[src/rtl/if_fetch_stage.sv]
// if_fetch_stage: MIPS instruction-fetch stage owning the PC, the imem handshake and the IF/ID register
module if_fetch_stage #(
  parameter logic [31:0] RESET_PC = 32'h0000_0000,
  parameter int          CNT_W    = 32
) (
  input  logic             clk,
  input  logic             rst,
  output logic             imem_req,
  output logic [31:0]      imem_addr,
  input  logic             imem_ready,
  input  logic [31:0]      imem_rdata,
  input  logic             stall,
  input  logic             redirect,
  input  logic [31:0]      redirect_pc,
  output logic             if_id_valid,
  output logic [31:0]      if_id_pc,
  output logic [31:0]      if_id_pc4,
  output logic [31:0]      if_id_instr,
  output logic [CNT_W-1:0] fetch_count
);
  typedef enum logic [1:0] {IDLE, FETCH, DRAIN} state_t;
  state_t           state_q, state_d;
  logic [31:0]      pc_q, pc_d, pending_pc_q, pending_pc_d;
  logic             if_id_valid_q, if_id_valid_d;
  logic [31:0]      if_id_pc_q, if_id_pc_d, if_id_pc4_q, if_id_pc4_d, if_id_instr_q, if_id_instr_d;
  logic [CNT_W-1:0] fetch_count_q, fetch_count_d;
  logic [31:0]      target, pc_inc;
  assign target      = {redirect_pc[31:2], 2'b00};
  assign pc_inc      = pc_q + 32'd4;
  assign imem_req    = state_q != IDLE;
  assign imem_addr   = pc_q;
  assign if_id_valid = if_id_valid_q;
  assign if_id_pc    = if_id_pc_q;
  assign if_id_pc4   = if_id_pc4_q;
  assign if_id_instr = if_id_instr_q;
  assign fetch_count = fetch_count_q;
  // next state: redirect beats stall, stall beats a returned word; a redirect mid-request drains the old word first
  always_comb begin
    state_d       = state_q;
    pc_d          = pc_q;
    pending_pc_d  = pending_pc_q;
    if_id_valid_d = if_id_valid_q;
    if_id_pc_d    = if_id_pc_q;
    if_id_pc4_d   = if_id_pc4_q;
    if_id_instr_d = if_id_instr_q;
    fetch_count_d = fetch_count_q;
    case (state_q)
      IDLE: state_d = FETCH;
      FETCH: begin
        if (redirect && imem_ready) begin
          pc_d          = target;
          if_id_valid_d = 1'b0;
        end else if (redirect) begin
          pending_pc_d  = target;
          if_id_valid_d = 1'b0;
          state_d       = DRAIN;
        end else if (!stall) begin
          if_id_valid_d = imem_ready;
          if (imem_ready) begin
            if_id_instr_d = imem_rdata;
            if_id_pc_d    = pc_q;
            if_id_pc4_d   = pc_inc;
            pc_d          = pc_inc;
            fetch_count_d = fetch_count_q + CNT_W'(1);
          end
        end
      end
      DRAIN: begin
        if_id_valid_d = 1'b0;
        pending_pc_d  = redirect ? target : pending_pc_q;
        if (imem_ready) begin
          pc_d    = redirect ? target : pending_pc_q;
          state_d = FETCH;
        end
      end
      default: state_d = IDLE;
    endcase
  end
  // state and pipeline register, cleared asynchronously
  always_ff @(posedge clk or posedge rst) begin
    if (rst) begin
      state_q       <= IDLE;
      pc_q          <= RESET_PC;
      pending_pc_q  <= '0;
      if_id_valid_q <= 1'b0;
      if_id_pc_q    <= '0;
      if_id_pc4_q   <= '0;
      if_id_instr_q <= '0;
      fetch_count_q <= '0;
    end else begin
      state_q       <= state_d;
      pc_q          <= pc_d;
      pending_pc_q  <= pending_pc_d;
      if_id_valid_q <= if_id_valid_d;
      if_id_pc_q    <= if_id_pc_d;
      if_id_pc4_q   <= if_id_pc4_d;
      if_id_instr_q <= if_id_instr_d;
      fetch_count_q <= fetch_count_d;
    end
  end
endmodule

[config.mk]
export PLATFORM = sky130hd
export DESIGN_NAME = if_fetch_stage
export DESIGN_NICKNAME = d
export VERILOG_FILES = /design/src/rtl/if_fetch_stage.sv
export SDC_FILE = /design/constraint.sdc
export NUM_CORES = 1
export LEC_CHECK = 0
export CAP_MARGIN = 20
export CELL_PAD_IN_SITES_DETAIL_PLACEMENT = 1
export CELL_PAD_IN_SITES_GLOBAL_PLACEMENT = 2
export CORE_MARGIN = 3
export CORE_UTILIZATION = 27
export CTS_CLUSTER_SIZE = 14
export DETAILED_ROUTE_END_ITERATION = 8
export MAX_ROUTING_LAYER = met4
export PLACE_DENSITY = 0.82
export SLEW_MARGIN = 20
export SYNTH_ARGS = -nofsm -noshare
export SYNTH_HDL_FRONTEND = slang
export SYNTH_SLANG_ARGS = --single-unit
[constraint.sdc]
create_clock -name clk -period 6.8 [get_ports clk]
set_input_delay 1.36 -clock clk [delete_from_list [all_inputs] [get_ports clk]]
set_output_delay 1.36 -clock clk [all_outputs]
set_load 0.05 [all_outputs]
==> results of run 1 <==
final cells by class:
| class | instances | area (sq um) | area share |
|---|---|---|---|
| flip-flops and latches | 193 | 4830 | 0.393 |
| multi-input cells | 663 | 3890 | 0.317 |
| repair buffers | 238 | 2360 | 0.192 |
| well taps | 442 | 553 | 0.0450 |
| clock buffers | 19 | 453 | 0.0369 |
| clock inverters | 13 | 125 | 0.0102 |
| inverters | 16 | 67.6 | 0.00550 |
| diodes | 3 | 7.51 | 0.000611 |
critical path: stages:
cell and delay [ns]:
clkdlybuf4s50_1 0.73, nand2b_1 0.27, a22o_1 0.64, nand2_1 0.35
a211o_1 0.36, o311ai_0 0.09
per-stage QoR:
step                utilization  setup WS, ns
floorplan                     -         0.184
global placement          0.357          2.60
detailed placement        0.357          2.54
CTS                       0.375          2.99
global route              0.376          3.10
finish                    0.376          3.31
power breakdown:
group | internal, mW | switching [mW]
Combinational | 1.12 | 2.25
Clock | 0.533 | 0.483
Sequential | 1.61 | 0.403
metal layers:
layer / up-vias / wire (um) / GRT usage
met5: - / 0 / -
met4: 0 / 444 / 0.0404
met1: 3794 / 13500 / 0.222
met3: 20 / 1590 / 0.0415
met2: 170 / 13900 / 0.278
li1: 3557 / - / -
registers in the layout, indices dropped and copies added (netlist names):
register and cells:
if_id_pc 32, fetch_count 32, if_id_valid 1, if_id_pc4 30, state_q 2, pending_pc_q 32, imem_addr 32, if_id_instr 32
worst paths after layout:
path | slack, ns | start | to | depth (start not counted)
setup / recovery | 3.31 | imem_ready | imem_addr[9] | 6
hold / removal | 0.48 | if_id_pc[6] | if_id_pc[6] | 2
setup reg to reg | 3.61 | state_q[0] | imem_addr[14] | 8
hold reg to reg | 0.48 | if_id_pc[6] | if_id_pc[6] | 2
max in group asynchronous | 4.11 | rst | if_id_pc4[15] | 3
min in group asynchronous | 1.39 | rst | if_id_instr[25] | 2
cells by family (layout without fill, tap and decap cells):
group / after synthesis / count (layout) / synth area share
other: 0 / 3 / 0
buffers and inverters: 78 / 286 / 0.0362
DFF: 193 / 193 / 0.535
and+or+nand+nor: 401 / 401 / 0.198
AOI/OAI and AO/OA: 138 / 138 / 0.0954
xor gates and xnor gates: 59 / 59 / 0.0573
adders and majority gates: 5 / 5 / 0.00693
muxes: 60 / 60 / 0.0713
cells in the mapped netlist (all sizes together):
cell type and number:
or2 1, xor2 21, a211o 2, o221ai 13, o22a 2, nor2 32
a21o 1, o2bb2ai 2, a22o 1, nor2b 1, clkbuf 42, and4 7
a41o 1, nand4 18, o21ai 46, nor3 10, or3 2, nand3b 1
and2 3, a211oi 1, a22oi 3, or4 2, mux2i 26, a21oi 36
o21a 2, and3b 1, nand3 26, ha 5, buf 20, o22ai 7
and3 18, nand2b 3, a221oi 1, mux2 34, o311ai 2, nand2 273
a2bb2oi 8, inv 16, o31a 4, dfrtp 193, nor4 2, and4bb 1
a31oi 6, xnor2 38
==> impl_metrics.toml, run 1 <==
[synthesis]
synth_warnings = 0
yosysSeqAreaShare = 0.535
avgSynthCellArea_sq_um = 9.66
yosys-top-cells-area = "dfrtp_1, nand2_1, mux2_2"
syn_inst = 934
synthesis.area_sq_um = 9020
synth_fp_nets = 1008
ys_ff_latch = 193
synth_top_cell_by_area = "dfrtp_1"
synth_top_area_frac = 0.535
synth_cell_types = 56

[worst_hold_path]
worst_hold_path_type = "reg -> reg"

[floorplan]
die_x_um = 189
die_h_um = 189
start_util = 0.276
die_area_sq_um = 35600
num_rows = 66
ioPinCount = 231
core_region_area_sq_um = 32700

[placed_design]
port-buffer-count = 228
routabilityCongestion = 0.807
post-place-cells = 1551
dp.final_hpwl_um = 21200
placed_area_sq_um = 11700

[clocking]
postCtsSetupBuffers = 0
clock_latency_ns = 0.44
numCtsBuffers = 17
clk_pin_slew_ns = 0.07
cts_hold_buffers = 0
clockBufferDepth = 2
ctsResizeCount = 0
numClockSinks = 193
h-tree-depth = 4
cts_tree = "yes"
ctsRootBufferMaster = "clkbuf_16"

[setup_path]
worstPathMaxFanout = 15
crit_required_ns = 7.12
critPathCaptureType = "register"
worstSetupPathType = "in -> reg"
start_kind = "input port"
worstPathArrival_ns = 3.81

[drt]
drt_iter0_drc = 369
via_per_inst = 4.75
first_pass_iters = 4
wl_per_cell_um = 18.6
postRouteAntennaNets = 0
drc = 0
vias = 7541
routed_wl_um = 29500

[timing]
worst_pin_slew_ns = 1.01
period_needed_ns = 3.49
setup_viol = 0
rsz0062_at_grt = "no"
drv_slew = 0
slew_headroom = 0.324
setup-tns-final_ns = 0
fmax_ghz = 0.287
hold_viol = 0
finalCritPeriodShare = 0.513
holdWs_ns = 0.476
clock_skew_ns = 0.0144

[final_layout]
n_fill_cell = 3758
final_common_cell = "nand2_1"
drive_above_1_share = 0.0814
area_delta_synth_final_pct = 36.2
stdcell_count = 1587
fin_area_sq_um = 12300
final_cell_mix = "nand2_1, clkdlybuf4s50_1, dfrtp_1"
nets = 1203

[power_and_ir_drop]
powerDensity_nw_per_um2 = 521
irDropWorstVdd_v = 0.000185
finalPower_mw = 6.40
leakage_nw = 5.36

[global_route]
grt_usage = 0.173
antenna_found_initial = 3
grt_start_max_net_pins = 79
grt_pass1_wl_um = 47000
grt_pass1_vias = 7897
grt_overflow = 0

[status]
outcome = "complete, no violations"

[flow_run]
maxCapViolations = 0
Power figures use the tool's default switching activity.
==> run 2, diff against run 1 <==
- clock period: 6.8 -> 3.1 ns (I/O delays scaled with it)
==> impl_metrics.toml, run 2 (synthesis gave the netlist of run 1 again) <==
[placed_design]
routabilityCongestion = 0.809
placed_area_sq_um = 11900
dp.final_hpwl_um = 21300
port-buffer-count = 228

[drt]
wl_per_cell_um = 18.2
routed_wl_um = 29300
drc = 0
vias = 7516
first_pass_iters = 4
via_per_inst = 4.68
drt_iter0_drc = 419
postRouteAntennaNets = 0

[clocking]
clock_latency_ns = 0.44
numClockSinks = 193
cts_tree = "yes"
ctsRootBufferMaster = "clkbuf_16"
postCtsSetupBuffers = 0
clk_pin_slew_ns = 0.08
clockBufferDepth = 2
cts_hold_buffers = 0
ctsResizeCount = 0
numCtsBuffers = 17
h-tree-depth = 4

[timing]
fmax_ghz = 0.382
rsz0062_at_grt = "no"
finalCritPeriodShare = 0.845
holdWs_ns = 0.476
setup_viol = 0
worst_pin_slew_ns = 0.628
clock_skew_ns = 0.0139
slew_headroom = 0.578
period_needed_ns = 2.62
hold_viol = 0
drv_slew = 0

[worst_hold_path]
worst_hold_path_type = "reg -> reg"
hold_path.startpoint = "if_id_instr[21]"
whs_path_depth = 2
hold_end = "if_id_instr[21]"

[final_layout]
nets = 1222
drive_above_1_share = 0.0965
n_fill_cell = 3723
seq_area_sq_um = 4830
area_delta_synth_final_pct = 38.8
final_cell_mix = "nand2_1, clkdlybuf4s50_1, dfrtp_1"
final_common_cell = "nand2_1"
multi_input_area_sq_um = 3890
final_util = 0.383
fin_area_sq_um = 12500

[setup_path]
worstSetupPathType = "reg -> out"
worstPathArrival_ns = 2.00
start_kind = "register"
r2r_cells = 7
crit_required_ns = 2.48
r2r-start = "state_q[1]"
r2r_end = "fetch_count[26]"
worstPathMaxFanout = 3
critPathCaptureType = "primary output"
ff2ff_setup_slack_ns = 0.75

[status]
outcome = "complete, no violations"

[flow_run]
maxCapViolations = 0

[global_route]
grt_pass1_wl_um = 46800
grt_usage = 0.172
grt_overflow = 0
grt_start_max_net_pins = 122
antenna_found_initial = 2
grt_pass1_vias = 7887

[power_and_ir_drop]
irDropWorstVdd_v = 0.000474
leakage_nw = 5.48
powerDensity_nw_per_um2 = 1140

[floorplan]
num_rows = 66
core_region_area_sq_um = 32700
start_util = 0.276
ioPinCount = 231
die_area_sq_um = 35600
die_x_um = 189
die_h_um = 189
run 2: worst max path at each step:
stage / start / endpoint / slack (ns) / cells past startpoint
5_1_grt: state_q[0] / imem_req / 0.41 / 4
3_5_place_dp: stall / fetch_count[26] / 0.36 / 6
3_3_place_gp: stall / fetch_count[26] / 0.37 / 6
2_1_floorplan: rst / fetch_count[0] / -0.01 / 1
4_1_cts: state_q[0] / imem_req / 0.46 / 4
6_report: state_q[0] / imem_req / 0.48 / 4
run 2: critical path, cell delays in order (launching register included):
cell and delay (ns):
dfrtp_1 0.39, inv_1 0.08, ha_1 0.20, inv_1 0.08, clkdlybuf4s50_1 0.81
run 2: where the power goes:
group | internal (mW) | switching (mW) | total (mW)
clock network | 1.15 | 1.10 | 2.26
logic | 2.62 | 5.10 | 7.72
registers | 3.53 | 0.725 | 4.25
run 2: layer usage:
layer	global-route usage	part of all wire	vias to the layer above
li1	-	-	3603
met1	0.226	0.47	3740
met2	0.275	0.47	153
met3	0.0355	0.044	20
met4	0.0355	0.012	0
met5	-	0	-
run 2: cell type report:
cell class,instances,area share
timing repair buffer,257,0.206
multi-input combinational,663,0.311
antenna,3,0.000600
clock inverter,15,0.0130
sequential,193,0.386
tap,442,0.0442
clock buffer,17,0.0340
inverter,16,0.00510
run 2: through the flow:
step	TNS [ns]	worst slack, ns	total power, mW	instances
6_report	0	0.481	14.2	1606
5_1_grt	0	0.406	15.1	1605
4_1_cts	0	0.458	14.4	1603
3_5_place_dp	0	0.358	12.1	1571
3_3_place_gp	0	0.373	12.0	1571
2_1_floorplan	-2.01	-0.0104	9.18	934
==> patch 1: new RTL, settings of run 1 <==
Change the parameter `CNT_W` from 32 to 64.
--- a/src/rtl/if_fetch_stage.sv
+++ b/src/rtl/if_fetch_stage.sv
@@ -1,7 +1,7 @@
 // if_fetch_stage: MIPS instruction-fetch stage owning the PC, the imem handshake and the IF/ID register
 module if_fetch_stage #(
   parameter logic [31:0] RESET_PC = 32'h0000_0000,
-  parameter int          CNT_W    = 32
+  parameter int          CNT_W    = 64
 ) (
   input  logic             clk,
   input  logic             rst,
Ports: changed (resized fetch_count); port bits go from 231 to 263. No check against the original RTL was run, so the function may have changed too.
==> patch 1 against run 1 <==
Power rose by 13%. Largest cell class unchanged. Non-clock buffer count rose by 34. Via count rose by 8.8%. Clock skew fell by 0.0020 ns. Highest routed layer unchanged. Sequential cell count rose by 32. Critical endpoint is now fetch_count[63]. Synthesized area rose by 16%. Setup slack got worse by 0.52 ns. Synthesized cell count fell by 2.0%. Design area rose by 19%. Routed wire length rose by 10%. Die area rose by 16%. Critical path type unchanged. Register-to-register slack got worse by 0.15 ns.
==> patch 1: results (changes against run 1) <==
[synth]
synth_area_leaders = dfrtp_1, mux2_2, xnor2_1  ; was dfrtp_1, nand2_1, mux2_2
synth_common_cells = dfrtp_1, mux2_2, nor2_1  ; was nand2_1, dfrtp_1, o21ai_0
ys_types = 58  ; was 56
async_flop_share_pct = 100  ; unchanged
synth-seq-area-share_pct = 53.7  ; was 53.5%
syn-num-nets = 989  ; was 1,008
netlist_instances = 915  ; was 934
ys_warn_count = 0  ; unchanged

[critical_path]
cp_data_arrival_time_ns = 4.43  ; was 3.81 ns
max_stage_delay_ns = 0.90  ; was 0.73 ns
crit_family = simple AND/OR/NAND/NOR gates  ; was compound AO/OA/AOI/OAI gates
crit_slowest_cell = and4bb_4  ; was clkdlybuf4s50_1
worstPathMaxFanout = 61  ; was 15

[clocking]
clk_pin_slew_ns = 0.06
cts_root_buffer = clkbuf_16  ; unchanged
clock_latency_ns = 0.54  ; was 0.44 ns
cts.htree.levels = 1  ; was 4
cts.path.max_buffers = 3  ; was 2
cts_resized = 0  ; unchanged
numCtsBuffers = 27  ; was 17
cts_setup_buffers = 0  ; unchanged

[timing]
finalClockSkew_ns = 0.0123  ; was 0.0144 ns
slew_headroom_pct = 37.8  ; was 32.4%

[placement]
place_congestion = 0.752  ; was 0.807
pre_cts_slack_ns = 2.15  ; was 2.54 ns
hpwl_mm = 22.3  ; was 21.2 mm
portBuffers = 260  ; was 228
dp_cells = 1645  ; was 1,551

[status]
status = finished, final reports clean  ; unchanged

[power]
leakagePower_nw = 5.96  ; was 5.36 nW
ir_drop_mv = 0.302  ; was 0.185 mV

[final_layout]
drive_gt1_share_pct = 15.5  ; was 8.14%
largest_reg_flops = 64
fin_nets = 1237  ; was 1,203

[global_routing]
grt_max_degree = 83  ; was 79
grt_antenna_before_repair = 4  ; was 3
grt_first_pass_wirelength_mm = 51.3  ; was 47.0 mm
grt_pass1_vias = 8842  ; was 7,897
grt.total_usage_pct = 15.8  ; was 17.3%

[drt]
viasPerCell = 4.83  ; was 4.75
vias = 8204  ; was 7,541
first_pass_iters = 4  ; unchanged
dr.first_iter.drc_count = 347  ; was 369
drt_wl_total_mm = 32.4  ; was 29.5 mm

[hold_path]
hold_class = flip-flop to flip-flop  ; unchanged

[patch 1: changes by cell type in the layout (fill, tap and decap cells not counted), sizes merged, moves of 16 or more]
cell and change:
o21ai -35, clkbuf +16, mux2 +69, xnor2 +19, nor2 +31, a21oi +25, nand2 -213, clkdlybuf4s50 +32
nand4 +16, dfrtp +32
[patch 1: path summary, 6_finish.rpt]
check | start | endpoint | slack [ns] | cells past startpoint
min reg2reg | fetch_count[63] | fetch_count[63] | 0.48 | 1
max in group asynchronous | rst | fetch_count[16] | 4.40 | 3
min in group asynchronous | rst | if_id_pc4[16] | 1.25 | 2
max | imem_ready | fetch_count[63] | 2.79 | 6
min | fetch_count[63] | fetch_count[63] | 0.48 | 1
max reg2reg | state_q[1] | fetch_count[63] | 3.46 | 7
[patch 1: area by class of cell]
type | instances | area, um2
repair buffers | 272 | 2700
clock buffers | 35 | 756
flip-flops and latches | 225 | 5630
inverters | 17 | 67.6
well taps | 511 | 639
diodes | 4 | 10.0
clock inverters | 14 | 188
multi-input cells | 620 | 4560
fillers | 4124 | 23400
[patch 1: routing by layer]
layer	track usage (%)	vias to the layer above	part of all wire, %
met5	-	-	0
met4	3.83	0	2.3
met3	3.70	50	5.4
met2	25.6	199	48
met1	20.2	4182	45
li1	-	3773	-
[patch 1: where the power goes]
group	internal, W	leakage (nW)	switching, W	total (W)
clock network	0.000937	0.466	0.000594	0.00153
logic	0.00125	2.71	0.00222	0.00348
registers	0.00181	2.79	0.000402	0.00221
total	0.00400	5.96	0.00322	0.00722
[patch 1: stage by stage]
step | instance area [um2] | total power, W | util (%)
detailed placement | 13600 | 0.00574 | 35.9
CTS | 14500 | 0.00732 | 38.3
floorplan | 10500 | 0.00449 | -
global placement | 13600 | 0.00566 | 35.9
finish | 14600 | 0.00722 | 38.4
global route | 14600 | 0.00760 | 38.4
[patch 1: cells by family (layout without fill, tap and decap cells)]
kind of cell    Yosys count  after routing  share of synthesized area [%]
flops                   225            225                           53.7
mux                     128            128                           13.5
compound gates          142            142                           8.75
fa+ha+maj                 5              5                          0.597
buf+inv                  70            338                           2.91
other cells               0              4                              0
simple gates            254            254                           13.0
xor+xnor                 91             91                           7.60
==> patch 2: new RTL, settings of run 1 <==
Made on the original files. `pending_pc_q` no longer has a reset.
--- a/src/rtl/if_fetch_stage.sv
+++ b/src/rtl/if_fetch_stage.sv
@@ -81,7 +81,6 @@
     if (rst) begin
       state_q       <= IDLE;
       pc_q          <= RESET_PC;
-      pending_pc_q  <= '0;
       if_id_valid_q <= 1'b0;
       if_id_pc_q    <= '0;
       if_id_pc4_q   <= '0;
@@ -90,7 +89,6 @@
     end else begin
       state_q       <= state_d;
       pc_q          <= pc_d;
-      pending_pc_q  <= pending_pc_d;
       if_id_valid_q <= if_id_valid_d;
       if_id_pc_q    <= if_id_pc_d;
       if_id_pc4_q   <= if_id_pc4_d;
@@ -98,5 +96,9 @@
       fetch_count_q <= fetch_count_d;
     end
   end
+
+  always_ff @(posedge clk) begin
+    pending_pc_q <= pending_pc_d;
+  end
 endmodule
 
Formal check against the unedited RTL: same outputs for any inputs over 4 cycles, from zero or initial values and one cycle with rst high; that may be too few to reach the edited logic, so the function may still have changed.
==> patch 2 against run 1 <==
Setup slack worse by 0.25 ns. Design area rose by 2.3%. Power increased by 3.4%. Routed wire length up 5.6%. Count of clock-buffer cells in the layout rose by 1. Synthesized area grew 4.5%. Core utilization fell by 0.54 points. Worst hold slack got worse by 0.0021 ns. Sequential cell count is the same.
==> patch 2: results (changes against run 1) <==
[clocking]
cts.path.max_buffers = 2  ; unchanged
cts.sinks = 193  ; unchanged
clock_latency_ns = 0.45
numCtsBuffers = 17  ; unchanged
cts.htree.levels = 4  ; unchanged
cts_root_buffer = clkbuf_16  ; unchanged
cts_setup_buffers = 0  ; unchanged

[critical_path]
worstPathMaxFanout = 40  ; was 15
crit_slowest_cell = nor4_1  ; was clkdlybuf4s50_1
max_stage_delay_ns = 0.93  ; was 0.73 ns
crit_family = simple AND/OR/NAND/NOR gates  ; was compound AO/OA/AOI/OAI gates

[floorplan]
fp-row-count = 67  ; was 66

[timing]
finalClockSkew_ns = 0.0108  ; was 0.0144 ns
slew_headroom_pct = 34.7  ; was 32.4%

[synth]
ys_warn_count = 0  ; unchanged
async_flop_share_pct = 83.4  ; was 100%
ys_types = 66  ; was 56
synth-seq-area-share_pct = 52.9  ; was 53.5%
synth_edf_count = 32  ; was 0
synth_common_cells = nand2_1, dfrtp_1, nor2_1  ; was nand2_1, dfrtp_1, o21ai_0
synth_area_leaders = dfrtp_1, edfxtp_1, nand2_1  ; was dfrtp_1, nand2_1, mux2_2
synth_flop_cell = dfrtp_1  ; unchanged
syn-num-nets = 1051  ; was 1,008

[final_layout]
drive_gt1_share_pct = 7.94  ; was 8.14%
nNonClkInverters = 14  ; was 16
fin_nets = 1232  ; was 1,203
diodes = 0  ; was 3
bufAreaShareNonClock_pct = 19.0  ; was 19.2%
multi_input_area_share_pct = 32.0  ; was 31.7%
num-fill-cells = 3840  ; was 3,758
clockBufferCount = 20  ; was 19
buffers = 241  ; was 238
multi_input_gates = 691  ; was 663
clkCellAreaFrac_pct = 4.43  ; was 4.71%
seq-cell-share_pct = 39.7  ; was 39.3%

[power]
ir_drop_mv = 0.254  ; was 0.185 mV
leakagePower_nw = 5.14  ; was 5.36 nW

[global_routing]
grt_antenna_before_repair = 0  ; was 3
grt_first_pass_wirelength_mm = 48.7  ; was 47.0 mm
grt.total_usage_pct = 17.4  ; was 17.3%
grt_pass1_vias = 8076  ; was 7,897
grt_max_degree = 100  ; was 79

[placement]
place_congestion = 0.778  ; was 0.807
hpwl_mm = 21.7  ; was 21.2 mm
pre_cts_slack_ns = 2.56  ; was 2.54 ns

[hold_path]
hold_class = flip-flop to flip-flop  ; unchanged

[drt]
vias = 8017  ; was 7,541
drt_wl_total_mm = 31.1  ; was 29.5 mm
dr.first_iter.drc_count = 406  ; was 369
first_pass_iters = 4  ; unchanged

[status]
status = finished, final reports clean  ; unchanged

patch 2: changes by cell type after synthesis, moves of 10 or more:
cell,delta
mux2i_1,-20
nor4_1,+23
nor2_1,+29
nand4_1,+13
a21oi_1,-28
o221ai_1,-11
nand3_1,+10
nand2_1,-24
edfxtp_1,+32
dfrtp_1,-32
a31oi_1,+15
xor2_1,-16
patch 2: final timing paths:
check,startpoint,slack [ns],depth (start not counted),endpoint
setup / recovery,imem_ready,3.06,5,fetch_count[31]
hold reg to reg,if_id_instr[8],0.47,2,if_id_instr[8]
setup reg to reg,state_q[0],3.66,6,imem_addr[11]
min in group asynchronous,rst,1.39,2,fetch_count[31]
max in group asynchronous,rst,4.11,3,imem_addr[15]
hold / removal,if_id_instr[8],0.47,2,if_id_instr[8]
patch 2: per-stage QoR:
step | area (um2) | hold slack, ns | std cells
floorplan | 9430 | 0.485 | 977
global placement | 12000 | 0.457 | 1586
detailed placement | 12000 | 0.465 | 1586
CTS | 12600 | 0.480 | 1618
global route | 12600 | 0.507 | 1619
finish | 12600 | 0.474 | 1619
patch 2: per-layer routing:
layer  GRT usage (%)  vias up  part of all wire, %
met1            24.0     4003                   48
met4            4.20        0                  1.3
met3            3.43       26                  5.2
met2            26.3      202                   46
met5               -        -                    0
li1                -     3786                    -
patch 2: where the power goes:
group	leakage, nW	switching, W	total (W)	internal, W
clock	0.266	0.000469	0.000984	0.000516
sequential	2.34	0.000416	0.00212	0.00170
combinational	2.54	0.00237	0.00352	0.00115
patch 2: logic make-up after synthesis:
kind of cell / synth area share, %
AND/OR/NAND/NOR: 23.0
flip-flops: 52.9
AO/OA/AOI/OAI: 10.2
buffers and inverters: 5.03
XOR/XNOR: 3.72
multiplexers: 4.46
adder cells (fa/ha/maj): 0.664
